--- config.mk ---
export PLATFORM = sky130hd
export DESIGN_NAME = vs_residual_updater
export DESIGN_NICKNAME = d
export VERILOG_FILES = /design/src/rtl/verisparse_pkg.sv /design/src/rtl/vs_square_accumulator.sv /design/src/rtl/vs_residual_updater.sv
export SDC_FILE = /design/constraint.sdc
export NUM_CORES = 2
export LEC_CHECK = 0
export ABC_AREA = 1
export CAP_MARGIN = 0
export CORE_ASPECT_RATIO = 1.5
export CORE_UTILIZATION = 55
export CTS_BUF_LIST = sky130_fd_sc_hd__clkbuf_8
export DETAILED_ROUTE_END_ITERATION = 10
export GPL_TIMING_DRIVEN = 0
export PLACE_DENSITY = 0.76
export RECOVER_POWER = 50
export SYNTH_ARGS = -nofsm -noshare
export SYNTH_HDL_FRONTEND = slang
export SYNTH_HIERARCHICAL = 1
export SYNTH_SLANG_ARGS = --single-unit
export TNS_END_PERCENT = 50
--- constraint.sdc ---
create_clock -name clock -period 15.6 [get_ports clock]
set_clock_uncertainty 0.05 [all_clocks]
set_input_delay 1.56 -clock clock [delete_from_list [all_inputs] [get_ports clock]]
set_output_delay 1.56 -clock clock [all_outputs]
set_load 0.01 [all_outputs]
--- src/rtl/verisparse_pkg.sv ---
// Shared verisparse definitions: fixed-point data type, data bus width and
// the residual updater state encoding.
package verisparse_pkg;

  localparam int FP_DATA_BUS_WIDTH = 32;

  typedef logic signed [FP_DATA_BUS_WIDTH-1:0] fp_32_t;

  typedef enum logic [1:0] {
    IDLE,
    ISSUE,
    DRAIN,
    FINISH
  } vs_residual_updater_state_t;

endpackage

--- src/rtl/vs_square_accumulator.sv ---
// Running sum of squares of signed 32-bit values, wrapping modulo 2^64.
// Ports:
//   clock, reset_n  : clock / async active-low reset
//   clear           : zero the sum (takes priority over accumulate)
//   accumulate      : add value^2 to the sum this cycle
//   value           : signed 32-bit sample
//   sum_sq          : registered 64-bit sum
module vs_square_accumulator
  import verisparse_pkg::*;
(
  input  logic                         clock,
  input  logic                         reset_n,
  input  logic                         clear,
  input  logic                         accumulate,
  input  logic [FP_DATA_BUS_WIDTH-1:0] value,
  output logic [63:0]                  sum_sq
);

  logic signed [63:0] v_ext;
  logic signed [63:0] sq;

  assign v_ext = 64'($signed(value));
  assign sq    = v_ext * v_ext;

  always_ff @(posedge clock or negedge reset_n) begin
    if (!reset_n)        sum_sq <= '0;
    else if (clear)      sum_sq <= '0;
    else if (accumulate) sum_sq <= sum_sq + 64'(sq);
  end

endmodule

--- src/rtl/vs_residual_updater.sv ---
// Matching-pursuit residual update: r <- r - alpha * phi[:,k].
// Reads column k of the sensing matrix and the residual through 1-cycle
// synchronous RAM ports, writes each corrected row back to the residual RAM.
// Optional build macro: VS_RESIDUAL_NORM_EN adds residual_norm_sq (sum of y^2).
// Ports:
//   clock, reset_n            : clock / async active-low reset
//   start, column, alpha      : request (sampled in IDLE only)
//   phi_read_addr/data        : sensing-matrix RAM read port
//   res_read_addr/data        : residual RAM read port
//   res_write_enable/addr/data: residual RAM write port
//   busy, done, error         : status; error pulses with done on bad column
//   residual_norm_sq          : (VS_RESIDUAL_NORM_EN) squared norm of result
module vs_residual_updater
  import verisparse_pkg::*;
#(
  parameter int ROWS           = 4,
  parameter int COLUMNS        = 8,
  parameter int RES_ADDR_WIDTH = 8,
  parameter int PHI_ADDR_WIDTH = 16
) (
  input  logic                         clock,
  input  logic                         reset_n,
  input  logic                         start,
  input  logic [7:0]                   column,
  input  logic [FP_DATA_BUS_WIDTH-1:0] alpha,
  output logic [PHI_ADDR_WIDTH-1:0]    phi_read_addr,
  input  logic [FP_DATA_BUS_WIDTH-1:0] phi_read_data,
  output logic [RES_ADDR_WIDTH-1:0]    res_read_addr,
  input  logic [FP_DATA_BUS_WIDTH-1:0] res_read_data,
  output logic                         res_write_enable,
  output logic [RES_ADDR_WIDTH-1:0]    res_write_addr,
  output logic [FP_DATA_BUS_WIDTH-1:0] res_write_data,
  output logic                         busy,
  output logic                         done,
  output logic                         error
`ifdef VS_RESIDUAL_NORM_EN
  ,
  output logic [63:0]                  residual_norm_sq
`endif
);

  localparam logic [RES_ADDR_WIDTH-1:0] LAST_ROW = RES_ADDR_WIDTH'(ROWS - 1);

  vs_residual_updater_state_t state_q, state_d;

  logic [7:0]                col_q;
  fp_32_t                    alpha_q;
  logic [RES_ADDR_WIDTH-1:0] row_i;
  logic                      err_q;

  // vld_pipe[0]: read data for rd_row is on the RAM outputs this cycle
  // vld_pipe[1]: write port is driving a row this cycle
  logic [1:0]                vld_pipe;
  logic [RES_ADDR_WIDTH-1:0] rd_row;

  logic                      issue;
  logic                      accept;
  logic                      bad_col;

  logic signed [63:0]        a_ext, p_ext, prod;
  logic [FP_DATA_BUS_WIDTH-1:0] y;

  // The done cycle is still part of the operation (busy high), so a start
  // landing there is not taken.
  assign accept  = start && (state_q == IDLE) && !done;
  assign bad_col = int'(column) >= COLUMNS;
  assign issue   = (state_q == ISSUE);
  assign busy    = (state_q != IDLE) || done;

  assign phi_read_addr = issue ? (PHI_ADDR_WIDTH'(col_q) * PHI_ADDR_WIDTH'(ROWS)
                                  + PHI_ADDR_WIDTH'(row_i)) : '0;
  assign res_read_addr = issue ? row_i : '0;

  // Full signed 64-bit product; only the low word feeds the wrapping subtract.
  assign a_ext = 64'(alpha_q);
  assign p_ext = 64'($signed(phi_read_data));
  assign prod  = a_ext * p_ext;
  assign y     = res_read_data - prod[31:0];

  assign res_write_enable = vld_pipe[1];

  always_comb begin
    state_d = state_q;
    case (state_q)
      IDLE:   if (accept) state_d = bad_col ? FINISH : ISSUE;
      ISSUE:  if (row_i == LAST_ROW) state_d = DRAIN;
      // Last row's data is on the read ports; its write is registered on this
      // edge and is driven during FINISH, with done following one cycle later.
      DRAIN:  if (vld_pipe[0] && rd_row == LAST_ROW) state_d = FINISH;
      FINISH: state_d = IDLE;
      default: state_d = IDLE;
    endcase
  end

  always_ff @(posedge clock or negedge reset_n) begin
    if (!reset_n) begin
      state_q        <= IDLE;
      col_q          <= '0;
      alpha_q        <= '0;
      row_i          <= '0;
      err_q          <= 1'b0;
      vld_pipe       <= '0;
      rd_row         <= '0;
      res_write_addr <= '0;
      res_write_data <= '0;
      done           <= 1'b0;
      error          <= 1'b0;
    end else begin
      state_q <= state_d;
      if (accept) begin
        col_q   <= column;
        alpha_q <= alpha;
        row_i   <= '0;
        err_q   <= bad_col;
      end else if (issue) begin
        row_i <= row_i + 1'b1;
      end
      vld_pipe[0]    <= issue;
      rd_row         <= row_i;
      vld_pipe[1]    <= vld_pipe[0];
      res_write_addr <= vld_pipe[0] ? rd_row : '0;
      res_write_data <= vld_pipe[0] ? y : '0;
      done           <= (state_q == FINISH);
      error          <= (state_q == FINISH) && err_q;
    end
  end

`ifdef VS_RESIDUAL_NORM_EN
  vs_square_accumulator u_norm (
    .clock      (clock),
    .reset_n    (reset_n),
    .clear      (accept),
    .accumulate (vld_pipe[0]),
    .value      (y),
    .sum_sq     (residual_norm_sq)
  );
`endif

endmodule
==> results.py <==
metrics = {
    "outcome": {
        "status": "finished with violations",
        "violations": "capacitance limit, slew limit",
    },
    "synth": {
        "synthFlopType": "dfrtp_1",
        "synthAdderAreaFrac_pct": 49.0,
        "postSynth.asyncResetShare_pct": 100,
        "synthSimpleGateAreaFrac_pct": 17.8,
        "ys_seq_area_share_pct": 11.5,
        "synth_top_family_by_area": "adder cells",
        "synth-xor-area-share_pct": 0.704,
        "synthCells": 2902,
        "syn-cell-area_um2": 22400,
        "synth_compound_area_share_pct": 2.82,
        "synth.distinct_cells": 45,
        "ys_seq_elements": 103,
        "synth-edff-count": 0,
        "synth_mux_area_share_pct": 0.0447,
        "syn_area_per_cell_um2": 7.72,
        "yosys_warnings": 6,
    },
    "floorplanning": {
        "io_pins": 175,
        "rows": 90,
        "core_um2": 40200,
        "die_area_um2": 41500,
        "die_x_um": 167,
        "fp.dieH_um": 249,
        "initial_core_util_pct": 55.7,
    },
    "drt": {
        "detail_route.wl_per_cell_um": 19.5,
        "drtPass1Iterations": 7,
        "drc": 0,
        "num_vias": 18600,
        "dr.first_iter.drc_count": 1284,
        "final_antenna_net_count": 0,
        "viasPerCell": 5.20,
        "wl_um": 70100,
    },
    "setup_path": {
        "path_common_cell": "fa_1",
        "r2r-end": "res_write_data[31]",
        "crit_required_ns": 15.88,
        "worstPathMaxFanout": 10,
        "arrival_ns": 10.08,
        "cp_slowest_cell": "buf_1",
        "path_buf_inv": 9,
        "critical_path.top_delay_family": "adder cells",
        "crit_type": "in2reg",
        "r2r_cells": 25,
        "reg2reg_from": "alpha_q[4]",
        "critPathCaptureType": "flip-flop",
        "r2r_slack_ns": 7.27,
        "critPathLaunchType": "input port",
        "slowest_delay_ns": 0.82,
    },
    "clock_network": {
        "cts_setup_buffers": 0,
        "clock_latency_ns": 0.43,
        "cts_resized": 0,
        "clk_transition_reported_paths_ns": 0.13,
        "cts_buffers": 9,
        "clock-sinks": 103,
        "cts_hold_buffers": 0,
        "cts_tree": "done",
        "max-clock-path-buffers": 2,
        "htreeDepth": 3,
        "cts_root_buf": "clkbuf_8",
    },
    "timing": {
        "max_freq_mhz": 102,
        "period_needed_ns": 9.80,
        "period_share_pct": 62.8,
        "hold_viol": 0,
        "setup_viol": 0,
        "worstMarginPinSlew_ns": 3.41,
        "finalMaxSlewViolations": 106,
        "rsz0062_at_grt": "false",
        "setup_ws_ns": 5.80,
        "maxSlewHeadroom_pct": -127,
        "finalSetupTns_ns": 0,
    },
    "place": {
        "preCtsSetupSlack_ns": 5.50,
        "gp_congestion": 1.00,
        "io_buffer_count": 158,
        "hpwl_um": 58400,
    },
    "cells_and_area": {
        "final_nets": 3796,
        "area_growth_pct": 10.9,
        "fillCellCount": 3625,
        "seq_area_um2": 2580,
        "drive_above_1_share_pct": 2.66,
        "n_antenna_cell": 0,
        "multi_input_area_um2": 15800,
    },
    "power": {
        "pwr-share-comb_pct": 42.8,
        "p_int_mw": 0.531,
        "p_per_area_nw_per_um2": 35.8,
        "p_clk_share_pct": 22.6,
        "seq_power_share_pct": 34.6,
        "vdd_drop_max_uv": 54.2,
        "p_sw_share_pct": 40.2,
        "p_sw_mw": 0.357,
        "leakage_nw": 14.7,
    },
    "min_path": {
        "worstHoldStart": "rd_row[3]",
        "hold-path-endpoint": "res_write_addr[3]",
        "min_path_cells": 2,
        "hp-class": "reg2reg",
    },
    "global_route": {
        "grt_overflow": 0,
        "grt_first_pass_wirelength_um": 109000,
        "grt_start_max_net_pins": 66,
        "grt_usage_pct": 35.5,
        "antenna_found_initial": 0,
        "grt_pass1_vias": 19900,
    },
    "flow_run": {
        "drv_cap": 2,
    },
}
==> power groups by stage <==
stage / sequential, mW / clock [mW] / combinational (mW)
6_report: 0.307 / 0.201 / 0.380
5_1_grt: 0.309 / 0.212 / 0.415
4_1_cts: 0.308 / 0.204 / 0.381
3_5_place_dp: 0.313 / 0 / 0.379
3_3_place_gp: 0.312 / 0 / 0.374
2_1_floorplan: 0.329 / 0 / 0.184
==> tightest hold or removal path, delay by kind of cell (launching register included) <==
family,cells,cell delay [ns]
buffers and inverters,1,0.04
AND/OR/NAND/NOR,1,0.05
flip-flops,1,0.37
==> cells in the mapped netlist, drive strengths merged, types with 3 or more instances <==
master | count | area share, %
nor3 | 11 | 0.32
a21boi | 3 | 0.12
dfrtp | 103 | 12
nand2 | 862 | 15
o21bai | 4 | 0.13
clkbuf | 86 | 1.4
nor2 | 49 | 0.83
a21oi | 49 | 1.1
nand3b | 7 | 0.23
buf | 45 | 1.2
nand4 | 6 | 0.17
xnor2 | 11 | 0.43
fa | 441 | 39
a21o | 5 | 0.17
clkinv | 3 | 0.050
a31oi | 5 | 0.14
nand3 | 67 | 1.6
inv | 914 | 15
nor4 | 3 | 0.11
xor2 | 7 | 0.27
o21ai | 36 | 0.80
ha | 172 | 9.6
==> placed cells by master (no fill, tap or decap), types with 4 or more instances in the layout <==
| master | n |
|---|---|
| nor3_1 | 9 |
| xnor2_1 | 11 |
| o21bai_1 | 4 |
| clkdlybuf4s50_1 | 156 |
| a31oi_1 | 5 |
| inv_1 | 907 |
| clkbuf_8 | 9 |
| o21ai_0 | 32 |
| nand4_1 | 6 |
| a21oi_1 | 48 |
| nand3_1 | 64 |
| buf_1 | 8 |
| buf_2 | 16 |
| nand2_1 | 852 |
| nor2_1 | 48 |
| fa_1 | 441 |
| xor2_1 | 7 |
| nand3b_1 | 7 |
| clkbuf_1 | 88 |
| nand2_2 | 10 |
| buf_4 | 21 |
| o21ai_1 | 4 |
| conb_1 | 5 |
| a21o_1 | 5 |
| inv_2 | 7 |
| ha_1 | 172 |
| dfrtp_1 | 103 |
==> state kept, by name, indices dropped and copies added, names as in the netlist <==
| name | count |
|---|---|
| alpha_q | 32 |
| res_write_data | 32 |
| col_q | 8 |
| rd_row | 8 |
| res_write_addr | 8 |
| row_i | 8 |
| state_q | 2 |
| vld_pipe | 2 |
| done | 1 |
| err_q | 1 |
| error | 1 |
==> cell type report <==
class	count	area share (%)
Multi-Input combinational cell	1755	63.6
Inverter	917	13.9
Sequential cell	103	10.4
Timing Repair Buffer	159	6.36
Tap cell	506	2.55
Buffer	131	2.38
Clock buffer	9	0.499
Clock inverter	7	0.388
==> metal layers <==
layer	track usage, %	vias up	wire, µm
li1	-	8446	-
met1	39.5	9140	24300
met2	59.1	817	33600
met3	6.64	233	5370
met4	29.6	0	6870
met5	0	-	0
==> worst max-delay path by stage <==
stage               slack, ns  cells past startpoint        startpoint                 end
floorplan                7.80                     27  phi_read_data[2]  res_write_data[31]
global placement         5.57                     28  phi_read_data[2]  res_write_data[31]
detailed placement       5.50                     27  phi_read_data[2]  res_write_data[31]
CTS                      5.97                     27  phi_read_data[2]  res_write_data[31]
global route             5.52                     27  phi_read_data[2]  res_write_data[31]
finish                   5.80                     28  phi_read_data[2]  res_write_data[31]
==> metrics by stage <==
step / area [µm²] / util, % / hold slack [ns] / instances / total power, mW
floorplan: 22400 / - / 0.348 / 2906 / 0.514
global placement: 24600 / 61.2 / 0.410 / 3570 / 0.686
detailed placement: 24600 / 61.3 / 0.402 / 3571 / 0.691
CTS: 24900 / 61.9 / 0.442 / 3587 / 0.893
global route: 24800 / 61.8 / 0.471 / 3587 / 0.936
finish: 24800 / 61.8 / 0.438 / 3587 / 0.888
==> cell families after synthesis <==
kind of cell / Yosys count
adders and majority gates: 613
muxes: 1
xor gates and xnor gates: 18
buffers and inverters: 1048
AOI/OAI and AO/OA: 111
DFF: 103
and+or+nand+nor: 1007
other: 1
Note: power is estimated with default switching activity, not from simulation.
